$ cat config.mk
export PLATFORM = sky130hd
export DESIGN_NAME = ones_accumulator
export DESIGN_NICKNAME = d
export VERILOG_FILES = /design/src/rtl/ones_accumulator.sv
export SDC_FILE = /design/constraint.sdc
export NUM_CORES = 1
export LEC_CHECK = 0
export ABC_AREA = 1
export CAP_MARGIN = 20
export CORE_ASPECT_RATIO = 1.4
export CORE_UTILIZATION = 40
export CTS_CLUSTER_SIZE = 14
export DETAILED_ROUTE_END_ITERATION = 6
export REMOVE_ABC_BUFFERS = 1
export SETUP_SLACK_MARGIN = 0.3
export SYNTH_ARGS = -nofsm -noshare
export SYNTH_HDL_FRONTEND = slang
export SYNTH_SLANG_ARGS = --single-unit
$ cat constraint.sdc
create_clock -name clk -period 2.7 [get_ports clk]
set_clock_uncertainty 0.05 [all_clocks]
set_input_delay 0.54 -clock clk [delete_from_list [all_inputs] [get_ports clk]]
set_output_delay 0.54 -clock clk [all_outputs]
set_load 0.1 [all_outputs]
$ cat src/rtl/ones_accumulator.sv
// Frame-level accumulator for per-byte popcount beats: sums ones and beats per
// frame with saturation and illegal-count flagging, then holds the result until taken.
module ones_accumulator #(
  parameter int unsigned CNT_W = 12
) (
  input  logic             clk,
  input  logic             rst_n,
  input  logic             in_valid,
  output logic             in_ready,
  input  logic [3:0]       num_ones,
  input  logic             in_last,
  output logic             out_valid,
  input  logic             out_ready,
  output logic [CNT_W-1:0] out_total,
  output logic [CNT_W-1:0] out_beats,
  output logic             out_sat,
  output logic             out_err
);

  typedef enum logic [1:0] {
    IDLE  = 2'd0,
    ACCUM = 2'd1,
    HOLD  = 2'd2
  } state_t;

  state_t state, state_nxt;

  logic [CNT_W-1:0] total, beats;
  logic             sat, err;

  logic             accept;
  logic             illegal;
  logic [3:0]       ones_clamped;
  logic [CNT_W-1:0] total_base, beats_base;
  logic             sat_base, err_base;
  logic [CNT_W:0]   total_sum, beats_sum;
  logic [CNT_W-1:0] total_nxt, beats_nxt;
  logic             sat_nxt, err_nxt;

  assign in_ready  = (state != HOLD);
  assign out_valid = (state == HOLD);
  assign accept    = in_valid && in_ready;

  // A beat taken in IDLE opens a new frame, so it accumulates onto zero rather
  // than onto whatever the previous frame left in the running registers.
  always_comb begin
    illegal      = (num_ones > 4'd8);
    ones_clamped = illegal ? 4'd8 : num_ones;

    if (state == IDLE) begin
      total_base = '0;
      beats_base = '0;
      sat_base   = 1'b0;
      err_base   = 1'b0;
    end else begin
      total_base = total;
      beats_base = beats;
      sat_base   = sat;
      err_base   = err;
    end

    total_sum = {1'b0, total_base} + {{(CNT_W-3){1'b0}}, ones_clamped};
    beats_sum = {1'b0, beats_base} + {{CNT_W{1'b0}}, 1'b1};

    total_nxt = total_sum[CNT_W] ? '1 : total_sum[CNT_W-1:0];
    beats_nxt = beats_sum[CNT_W] ? '1 : beats_sum[CNT_W-1:0];
    sat_nxt   = sat_base | total_sum[CNT_W] | beats_sum[CNT_W];
    err_nxt   = err_base | illegal;
  end

  always_comb begin
    state_nxt = state;
    case (state)
      IDLE: begin
        if (accept) state_nxt = in_last ? HOLD : ACCUM;
      end
      ACCUM: begin
        if (accept && in_last) state_nxt = HOLD;
      end
      HOLD: begin
        if (out_ready) state_nxt = IDLE;
      end
      default: state_nxt = IDLE;
    endcase
  end

  always_ff @(posedge clk) begin
    if (!rst_n) begin
      state <= IDLE;
      total <= '0;
      beats <= '0;
      sat   <= 1'b0;
      err   <= 1'b0;
    end else begin
      state <= state_nxt;
      if (accept) begin
        total <= total_nxt;
        beats <= beats_nxt;
        sat   <= sat_nxt;
        err   <= err_nxt;
      end
    end
  end

  // Result registers are loaded with the final beat included and zeroed on the
  // handshake, so they read zero whenever out_valid is low.
  always_ff @(posedge clk) begin
    if (!rst_n) begin
      out_total <= '0;
      out_beats <= '0;
      out_sat   <= 1'b0;
      out_err   <= 1'b0;
    end else if (accept && in_last) begin
      out_total <= total_nxt;
      out_beats <= beats_nxt;
      out_sat   <= sat_nxt;
      out_err   <= err_nxt;
    end else if (state == HOLD && out_ready) begin
      out_total <= '0;
      out_beats <= '0;
      out_sat   <= 1'b0;
      out_err   <= 1'b0;
    end
  end

endmodule

==> flow_summary.json <==
{
  "status": "complete, no violations",
  "pwr-share-comb_pct": 26.4,
  "area.growth.synth_to_final_pct": 22.4,
  "postRouteAntennaNets": 0,
  "maxCapViolations": 0,
  "port_buffers": 36,
  "multi_input_area_mm2": 0.00171,
  "cts.sinks": 54,
  "area.sequential_mm2": 0.00108,
  "fin_crit_ns": 2.27,
  "sequentialPowerShare_pct": 46.3,
  "finalSetupTns_ns": 0,
  "post-dp-hpwl_mm": 4.85,
  "fin_util_pct": 50.6,
  "synth.area.top_cells": "dfxtp_1 (36%), nand2_1 (12%), inv_1 (7.1%)",
  "powerDensity_mw_per_mm2": 514,
  "syn_area_mm2": 0.00303,
  "grt_use_total_pct": 19.4,
  "path_class": "reg2reg",
  "yosys_most_used_dff": "dfxtp_1",
  "htreeDepth": 2,
  "required_ns": 2.85,
  "syn-instance-count": 444,
  "antenna_found_initial": 0,
  "whs_ns": 0.419,
  "gr-total-overflow": 0,
  "worstHoldPathType": "reg2reg",
  "worstMarginPinSlew_ns": 0.461,
  "reg2reg_slack_ns": 0.43,
  "drt-initial-drc-count": 69,
  "cts_tree": "yes",
  "hold_viol_final": 0,
  "timing.fmax_ghz": 0.441,
  "worst_ep_arrival_time_ns": 2.41,
  "switching_share_pct": 34.3,
  "std_cell_rows": 37,
  "grt_pass1_vias": 2736,
  "pwr-share-clk_pct": 27.3,
  "cts_buffers": 5,
  "post_drt_wl_per_cell_um": 12.2,
  "fill_cells": 815,
  "yosys_warnings": 0,
  "die_h_um": 105,
  "yosys-top-cells-count": "nand2_1 (98), inv_1 (57), dfxtp_1 (54), nor2_1 (45), a21oi_1 (40)",
  "synth-edff-count": 0,
  "route.detailed.drc": 0,
  "antenna_cells": 0,
  "yosysSeqAreaShare_pct": 35.7,
  "coreArea_mm2": 0.00731,
  "start_util_pct": 41.4,
  "cellLeakagePower_nw": 1.72,
  "slew_viol_final": 0,
  "num_vias": 2855,
  "synth_area_per_cell_um2": 6.81,
  "netlist.top_cell.by_area": "dfxtp_1",
  "dieWidth_um": 75.5,
  "io_pins": 37,
  "die_area_mm2": 0.00792,
  "power.internal_w": 0.00125,
  "drive_gt1_share_pct": 24.4,
  "wl_mm": 7.11,
  "clockRootBuffer": "clkbuf_8",
  "insertion_delay_ns": 0.30,
  "netSwitchingPower_w": 0.000653,
  "rsz0062_at_grt": "false",
  "synth_top_area_share_pct": 35.7,
  "setup_viol": 0,
  "netlist-cell-type-count": 36,
  "gp_congestion": 0.830,
  "ys_ff_latch": 54,
  "grt_max_degree": 37,
  "startpoint_type": "flop",
  "synthArstFlopShare_pct": 0,
  "drt-pass1-iter-count": 4,
  "synthMostInstantiatedCell": "nand2_1",
  "max-clock-path-buffers": 2,
  "path_max_fanout": 9,
  "viasPerCell": 4.89,
  "slew_headroom_pct": 69.2,
  "clk_pin_slew_worst_paths_ns": 0.10,
  "end_kind": "flop",
  "ir_drop_mv": 0.306,
  "finalCritPeriodShare_pct": 83.9,
  "grt_pass1_wl_mm": 12.0,
  "finalNetCount": 501
}
## worst max-delay path, cell delays in order, from the launching register on
cell and delay [ns]:
dfxtp_1 0.38, nor2_4 0.28, nor2_1 0.11, ha_2 0.21, fa_2 0.35, nand3_2 0.12
nand3_4 0.11, nand4_4 0.13, buf_4 0.16, nand3_2 0.07, o21ai_0 0.15, inv_1 0.05
## what timing repair did
| item | in CTS | in global routing |
|---|---|---|
| hold buffers | 0 | 0 |
| setup endpoints to repair | 26 | 42 |
| endpoints found under the hold margin | 0 | 0 |
| resized for setup | 21 | 21 |
| pin swaps | 5 | 11 |
| buffers inserted | 2 | 1 |
## layer usage
metal  wire length (um)  up-vias  global-route usage (%)
met5                  0        -                       0
met3                161       13                    2.41
li1                   -     1505                       -
met1               2910     1293                    22.0
met4                150        0                    6.35
met2               3880       44                    36.0
## power by group through the flow
stage	combinational (W)	clock, W	sequential [W]
2_1_floorplan	0.000283	0	0.000966
3_3_place_gp	0.000487	0	0.000899
3_5_place_dp	0.000491	0	0.000900
4_1_cts	0.000499	0.000549	0.000882
5_1_grt	0.000552	0.000571	0.000888
6_report	0.000502	0.000520	0.000882
## cell families (layout without fill, tap and decap cells)
logic type,count (synthesis),in the layout,synth area share (%)
AND/OR/NAND/NOR,215,215,34.7
AO/OA/AOI/OAI,84,84,14.8
buffers and inverters,84,127,11.8
flip-flops,54,54,35.7
adder cells (fa/ha/maj),6,6,2.73
XOR/XNOR,1,1,0.290
## stage by stage
| stage | setup WS (ns) | area (um^2) | instances | total power, W |
|---|---|---|---|---|
| after floorplan | -0.582 | 2910 | 424 | 0.00125 |
| after global placement | -0.285 | 3450 | 573 | 0.00139 |
| after detailed placement | -0.331 | 3450 | 573 | 0.00139 |
| after CTS | 0.347 | 3640 | 583 | 0.00193 |
| after global routing | 0.292 | 3700 | 584 | 0.00201 |
| final | 0.434 | 3700 | 584 | 0.00190 |
## path summary, 6_finish.rpt
kind / from / endpoint / cells after the start
worst max-delay path: state[0] / total[3] / 11
worst min-delay path: out_err / out_err / 2
worst max register to register: state[0] / total[3] / 11
worst min register to register: out_err / out_err / 2
## cell usage in the layout (no fill, tap or decap), drive strengths merged
master	instances
o31ai	1
nand3	34
o22ai	2
a211oi	1
nand2	105
dfxtp	54
clkbuf	11
or2	1
nand3b	5
o211ai	1
xnor2	1
nor2	57
buf	47
nor3	6
a21oi	44
nand4	7
dlygate4sd2	1
inv	63
fa	1
clkdlybuf4s50	4
o21ai	34
ha	5
o21bai	1
clkinv	1
## state kept, by name, indices dropped and copies added, names as in the netlist
name	cells
beats	12
out_beats	12
out_total	12
total	12
state	2
err	1
out_err	1
out_sat	1
sat	1
## cell type report
cell class | instances | area share [%]
well taps | 97 | 3.28
inverters | 64 | 6.49
clock buffers | 8 | 2.97
multi-input cells | 306 | 46.1
repair buffers | 55 | 12.0
flip-flops and latches | 54 | 29.2
Note: power is estimated with default switching activity, not from simulation.
